==> src/rtl/geogenius_pkg.sv <==
// Shared constants and FSM state encoding for the player button conditioning path.
package geogenius_pkg;

    localparam int N_BOTOES_DEFAULT    = 8;
    localparam int DEBOUNCE_CYCLES_SIM = 4;

    typedef enum logic [1:0] {
        OCIOSO      = 2'd0,
        PRESSIONADO = 2'd1,
        BLOQUEADO   = 2'd2
    } estado_t;

endpackage

==> src/rtl/sincroniza_debounce.sv <==
// Two-flop synchronizer followed by a shared-counter debounce filter.
// The whole vector must hold unchanged for COUNT cycles before it is accepted.
module sincroniza_debounce #(
    parameter int WIDTH = 8,
    parameter int COUNT = 50000
) (
    input  logic             clock,
    input  logic             reset,
    input  logic [WIDTH-1:0] entrada,
    output logic [WIDTH-1:0] estavel
);

    localparam logic [15:0] CNT_MAX = 16'(COUNT - 1);

    logic [WIDTH-1:0] s1_q;
    logic [WIDTH-1:0] s2_q;
    logic [WIDTH-1:0] cand_q;
    logic [WIDTH-1:0] stable_q;
    logic [WIDTH-1:0] stable_d;
    logic [15:0]      cnt_q;
    logic [15:0]      cnt_d;

    // Any change of the synchronized vector restarts the count; clearing at the
    // terminal value means the counter never wraps.
    always_comb begin
        cnt_d    = '0;
        stable_d = stable_q;
        if (s2_q == cand_q && cand_q != stable_q) begin
            if (cnt_q == CNT_MAX) begin
                stable_d = cand_q;
            end else begin
                cnt_d = cnt_q + 16'd1;
            end
        end
    end

    // NOTE: state is updated with non-blocking assignments only, so every
    // register samples the pre-edge value of its neighbour.
    always_ff @(posedge clock) begin
        if (reset) begin
            s1_q     <= '0;
            s2_q     <= '0;
            cand_q   <= '0;
            cnt_q    <= '0;
            stable_q <= '0;
        end else begin
            s1_q     <= entrada;
            s2_q     <= s1_q;
            cand_q   <= s2_q;
            cnt_q    <= cnt_d;
            stable_q <= stable_d;
        end
    end

    assign estavel = stable_q;

endmodule

==> src/rtl/condicionador_botoes.sv <==
// Turns debounced player buttons into single-cycle play events with a one-hot code.
// Multi-button presses are rejected, and every press needs a full release before the next.
module condicionador_botoes
    import geogenius_pkg::*;
#(
    parameter int N_BOTOES        = N_BOTOES_DEFAULT,
    parameter int DEBOUNCE_CYCLES = 50000
) (
    input  logic                clock,
    input  logic                reset,
    input  logic [N_BOTOES-1:0] botoes,
    input  logic                habilita,
    output logic                jogada_valida,
    output logic                jogada_invalida,
    output logic [N_BOTOES-1:0] jogada,
    output logic [N_BOTOES-1:0] botoes_limpos,
    output logic [1:0]          db_estado
);

    localparam logic [N_BOTOES-1:0] UM = N_BOTOES'(1);

    logic [N_BOTOES-1:0] stable;
    logic                nenhum;
    logic                um_so;

    estado_t             estado_q, estado_d;
    logic [N_BOTOES-1:0] jogada_q, jogada_d;
    logic                valida_q, valida_d;
    logic                invalida_q, invalida_d;

    sincroniza_debounce #(
        .WIDTH (N_BOTOES),
        .COUNT (DEBOUNCE_CYCLES)
    ) u_sincroniza_debounce (
        .clock   (clock),
        .reset   (reset),
        .entrada (botoes),
        .estavel (stable)
    );

    assign nenhum = (stable == '0);
    assign um_so  = !nenhum && ((stable & (stable - UM)) == '0);

    // NOTE: every variable gets a default first, so no path can infer a latch.
    always_comb begin
        estado_d   = estado_q;
        jogada_d   = jogada_q;
        valida_d   = 1'b0;
        invalida_d = 1'b0;
        unique case (estado_q)
            OCIOSO: begin
                if (um_so && habilita) begin
                    jogada_d = stable;
                    valida_d = 1'b1;
                    estado_d = PRESSIONADO;
                end else if (um_so) begin
                    // Held while disabled: wait for release, never accept it late.
                    estado_d = BLOQUEADO;
                end else if (!nenhum) begin
                    invalida_d = 1'b1;
                    estado_d   = BLOQUEADO;
                end
            end
            PRESSIONADO, BLOQUEADO: begin
                if (nenhum) estado_d = OCIOSO;
            end
            default: estado_d = OCIOSO;
        endcase
    end

    always_ff @(posedge clock) begin
        if (reset) begin
            estado_q   <= OCIOSO;
            jogada_q   <= '0;
            valida_q   <= 1'b0;
            invalida_q <= 1'b0;
        end else begin
            estado_q   <= estado_d;
            jogada_q   <= jogada_d;
            valida_q   <= valida_d;
            invalida_q <= invalida_d;
        end
    end

    assign jogada_valida   = valida_q;
    assign jogada_invalida = invalida_q;
    assign jogada          = jogada_q;
    assign botoes_limpos   = stable;
    assign db_estado       = estado_q;

endmodule

==> config.mk <==
export PLATFORM = sky130hd
export DESIGN_NAME = condicionador_botoes
export DESIGN_NICKNAME = d
export VERILOG_FILES = /design/src/rtl/geogenius_pkg.sv /design/src/rtl/sincroniza_debounce.sv /design/src/rtl/condicionador_botoes.sv
export SDC_FILE = /design/constraint.sdc
export NUM_CORES = 1
export LEC_CHECK = 0
export ABC_AREA = 0
export CORE_MARGIN = 8
export CORE_UTILIZATION = 38
export CTS_CLUSTER_SIZE = 28
export DETAILED_ROUTE_END_ITERATION = 10
export GPL_TIMING_DRIVEN = 0
export MAX_ROUTING_LAYER = met4
export PLACE_DENSITY_LB_ADDON = 0.1
export SLEW_MARGIN = 20
export SYNTH_ARGS = -nofsm -noshare
export SYNTH_HDL_FRONTEND = slang
export SYNTH_SLANG_ARGS = --single-unit
==> constraint.sdc <==
create_clock -name clock -period 4.85 [get_ports clock]
set_clock_uncertainty 0.1 [all_clocks]
set_input_delay 0.97 -clock clock [delete_from_list [all_inputs] [get_ports clock]]
set_output_delay 0.97 -clock clock [all_outputs]
set_load 0.01 [all_outputs]
### After elaboration in Yosys (flattened, before gate mapping)

Cells that the tools add are included.

* register bits after elaboration: 60
* input bits: 11
* output and inout bits: 20

* add/sub/neg operators: 2
* eq/ne operators: 7
* mux-type cells: 7
* bitwise gates (word level): 3
* reduce and logical (&&, ||, !) cells: 14

Operator list (number)
* 16-bit by 1-bit adder with 16-bit output (second input constant): 1
* 16-bit == test (second input constant): 1
* 8-bit logical NOT: 2
* 8-bit AND: 1
* 8-bit == test: 1
* 2-bit 2-to-1 mux: 4
* 8-bit != test: 1
* 8-bit by 1-bit subtractor with 8-bit output (second input constant): 1
* 2-bit AND reduction: 3
* 4-bit != test (second input constant): 1
* 2-bit case mux with 2 select lines: 1
* 2-bit OR reduction: 2
* 4-bit OR reduction: 1
* 1-bit logical AND: 3
* 3-bit OR reduction: 1
* 2-bit by 1-bit == test with 1-bit output (second input constant): 1
* 2-bit == test (second input constant): 1
* 2-bit logical NOT: 1
* 1-bit 2-to-1 mux: 2
* 2-bit != test (second input constant): 1
* 1-bit NOT: 2
* 1-bit logical NOT: 1

### Longest topological paths before layout

* depth after elaboration: 7
* mapped depth: 7

### Modules after synthesis

Synthesis repeated with hierarchy kept, for this count alone.

* cells, all modules: 255
* area total of the unflattened synthesis: 2468.6 um^2

By module, submodules not included
* sincroniza_debounce: instances 1, cells an instance 185, area an instance 1846.8 um^2
* condicionador_botoes: instances 1, cells an instance 70, area an instance 621.8 um^2

### Worst setup path after synthesis

OpenSTA, ideal clock, no wires.

* path type: register -> register
* from: reg u_sincroniza_debounce.cnt_q[11]
* to: reg u_sincroniza_debounce.stable_q[0], in the netlist u_sincroniza_debounce.estavel[0]
* library setup time: 72 ps
* data arrival time: 1893 ps
* required time: 4678 ps
* setup slack: 2785 ps
* cell stages (with the launch flop): 7
* clock period less this slack: 2065 ps
* path through: dfxtp_1 -> or4b_1 -> or4_1 -> nor3_2 -> nor3b_2 -> buf_6 -> mux2i_1

* cells in the longest elaborated chain, start to end: 2

RTL lines
* start, declared: RTL line sincroniza_debounce.sv:20 `logic [15:0] cnt_q;`
* start signal, assigned: RTL line sincroniza_debounce.sv:50 `cnt_q <= cnt_d;`
* 16-bit == test: RTL line sincroniza_debounce.sv:29 `if (cnt_q == CNT_MAX) begin`
* 2-bit AND reduction (no source line)
* end signal, assigned: RTL line sincroniza_debounce.sv:51 `stable_q <= stable_d;`
* end, declared: RTL line sincroniza_debounce.sv:18 `logic [WIDTH-1:0] stable_q;`

No other way between the ends.
A chain may end at the register's enable or synchronous reset.

### Worst setup path after layout

* from: reg u_sincroniza_debounce.stable_q[1], in the netlist u_sincroniza_debounce.estavel[1]
* to: out botoes_limpos[1]

RTL lines
* end, declared: RTL line condicionador_botoes.sv:16 `output logic [N_BOTOES-1:0] botoes_limpos,`

No word-level cell between the ends.

==> metrics.yaml <==
sta:
  relSlewSlack: 0.614
  finalHoldViolations: 0
  tightestPinTransition_ns: 0.580
  fin_hold_ws_ns: 0.334
  fmax_ghz: 0.408
  tns_ns: 0
  finalMaxSlewViolations: 0
  fin_ws_ns: 2.40
  rsz0062_at_grt: "no"
  fin_crit_ns: 2.45
  fin_crit_sh: 0.506
  setup_viol_count_final: 0
worst_setup_path:
  critPathCaptureType: "primary output"
  worstPathArrival_ns: 1.38
  startpoint: "u_sincroniza_debounce.estavel[1]"
  crit_family: "buffers and inverters"
  max_stage_delay_ns: 0.59
  crit_chain: "clkdlybuf4s50_1"
  crit_type: "reg -> out"
  crit_cells: 1
  start_kind: "flip-flop"
  cp.buffers_inverters: 1
  worstPathMaxFanout: 8
  timing.rr.end: "u_sincroniza_debounce.estavel[5]"
  rr_worst_depth: 6
  r2r_start: "u_sincroniza_debounce.cnt_q[11]"
  cp-endpoint: "botoes_limpos[1]"
  cp_data_required_time_ns: 3.78
  cp_slowest_cell: "clkdlybuf4s50_1"
  r2r_slack_ns: 2.60
drt:
  drtAntennaViolNets: 0
  drt-total-wl_mm: 4.77
  post_drt_wl_per_cell_um: 12.8
  viasPerCell: 4.61
  first_pass_iters: 4
  num_vias: 1714
  drt_drc_violations_left: 0
  drt_iter0_markers: 42
final_layout:
  diodes: 0
  syn_to_final_growth_pct: 23.3
  fin_cells: 372
  final_cell_area_mm2: 0.00311
  final_common_cell: "dfxtp_1"
  final_util: 0.487
  drive_gt1_frac: 0.132
  nets: 303
  mostFrequentLayoutCells: "60 x dfxtp_1, 30 x clkdlybuf4s50_1, 26 x nor2b_1, 22 x nor2_1, 17 x mux2i_1"
place:
  place_inst: 356
  io_buffers: 30
  dp_hpwl_mm: 3.46
  pre_cts_ws_ns: 2.09
  globalplace.congestion: 0.753
  place_area_mm2: 0.00292
logic_synthesis:
  syn_inst: 249
  ys.warnings.count: 0
  synth_fp_nets: 262
  synth_cell_type_count: 38
  yosysSeqAreaShare: 0.477
  ys_ff_latch: 60
  syn_avg_cell_area_um2: 10.1
  syn-cell-area_mm2: 0.00252
power_and_ir_drop:
  leakage_nw: 1.08
  finalPower_mw: 0.974
  p_per_area_mw_per_mm2: 313
  max-vdd-ir-drop_uv: 199
global_route:
  grt_pass1_wl_mm: 8.29
  antenna_found_initial: 0
  grt_pass1_vias: 1685
  grt-ovfl-total: 0
  track_usage: 0.110
  grt_max_degree: 12
floorplan:
  start_util: 0.395
  dieHeight_um: 97.4
  die_x_um: 97.4
  dieArea_mm2: 0.00949
  core_mm2: 0.00639
  ioPinCount: 31
  row_count: 29
worst_hold_path:
  hold_class: "reg -> reg"
outcome:
  status: "finished, final reports clean"
clock_network:
  cts_root_buf: "clkbuf_8"
  cts.sinks: 60
  cts_made_buffers: 9
  postCtsHoldBufs: 0
  clock_latency_ns: 0.32
  clockBufferDepth: 2
  h-tree-depth: 3
  cts-resized-gates: 0
  post-cts-setup-buffers: 0
  clkTransAtPathRegs_ns: 0.07
  cts_tree: "built"
run:
  maxCapViolCount: 0
[cell families after synthesis]
| logic type | after synthesis | share of synthesized area |
|---|---|---|
| XOR/XNOR | 30 | 0.104 |
| AO/OA/AOI/OAI | 10 | 0.0293 |
| multiplexers | 17 | 0.0675 |
| AND/OR/NAND/NOR | 112 | 0.273 |
| flip-flops | 60 | 0.477 |
| adder cells (fa/ha/maj) | 3 | 0.0139 |
| buffers and inverters | 17 | 0.0353 |
[flip-flops by register name, summed over array words and instances (netlist names)]
| name | count |
|---|---|
| u_sincroniza_debounce.cnt_q | 16 |
| jogada | 8 |
| u_sincroniza_debounce.cand_q | 8 |
| u_sincroniza_debounce.estavel | 8 |
| u_sincroniza_debounce.s1_q | 8 |
| u_sincroniza_debounce.s2_q | 8 |
| db_estado | 2 |
| jogada_invalida | 1 |
| jogada_valida | 1 |
[synthesized netlist by cell type]
library cell	n	area, um2
a21oi_1	3	15.0
a31oi_2	1	12.5
and3_1	1	6.26
and3_2	1	7.51
and4_1	1	8.76
buf_2	2	10.0
buf_6	3	33.8
clkbuf_1	5	18.8
dfxtp_1	60	1200
ha_1	2	25.0
inv_1	7	26.3
maj3_1	1	10.0
mux2i_1	17	170
nand2_1	4	15.0
nand2b_1	12	75.1
nand3_1	6	30.0
nand4_1	5	31.3
nor2_1	22	82.6
nor2_2	1	6.26
nor2b_1	26	163
nor3_1	2	10.0
nor3_2	2	20.0
nor3b_1	1	7.51
nor3b_2	1	12.5
nor4_1	3	18.8
o21ai_0	1	5.00
o21bai_1	1	7.51
o2bb2ai_1	1	8.76
o31ai_1	1	7.51
o32ai_1	2	17.5
or2_4	1	8.76
or2b_1	5	37.5
or2b_2	11	96.3
or3_1	3	18.8
or4_1	3	22.5
or4b_1	1	10.0
xnor2_1	16	140
xor2_1	14	123
[final cells by class]
type / instances / area [um2]
Timing Repair Buffer: 30 / 300
Clock buffer: 9 / 124
Tap cell: 77 / 96.3
Fill cell: 613 / 3280
Inverter: 7 / 26.3
Sequential cell: 60 / 1200
Clock inverter: 7 / 67.6
Buffer: 10 / 62.6
Multi-Input combinational cell: 172 / 1230
[layer usage]
metal / vias to the layer above / share of wire / GRT usage
met1: 762 / 0.52 / 0.139
met2: 34 / 0.42 / 0.150
met4: 0 / 0.013 / 0.0629
met3: 9 / 0.049 / 0.0334
li1: 909 / - / -
met5: - / 0 / -
[worst min-delay path by stage]
stage	cells past startpoint	slack (ns)	end	start
5_1_grt	1	0.35	u_sincroniza_debounce.s2_q[4]	u_sincroniza_debounce.s1_q[4]
6_report	1	0.33	u_sincroniza_debounce.s2_q[2]	u_sincroniza_debounce.s1_q[2]
3_3_place_gp	1	0.32	u_sincroniza_debounce.s2_q[5]	u_sincroniza_debounce.s1_q[5]
3_5_place_dp	1	0.32	u_sincroniza_debounce.s2_q[2]	u_sincroniza_debounce.s1_q[2]
4_1_cts	1	0.34	u_sincroniza_debounce.s2_q[2]	u_sincroniza_debounce.s1_q[2]
2_1_floorplan	1	0.31	u_sincroniza_debounce.s2_q[0]	u_sincroniza_debounce.s1_q[0]
[where the power goes]
group          switching (mW)  total, mW  internal, mW
Sequential            0.00447      0.505         0.501
Combinational          0.0173     0.0379        0.0206
Clock                   0.197      0.431         0.234
Total                   0.218      0.974         0.756
[worst reg2reg max path, delay by kind of cell (launching register included)]
kind / cells / cell delay (ns)
simple gates: 4 / 1.37
flops: 1 / 0.33
buf+inv: 1 / 0.18
mux: 1 / 0.18
Power figures use the tool's default switching activity.
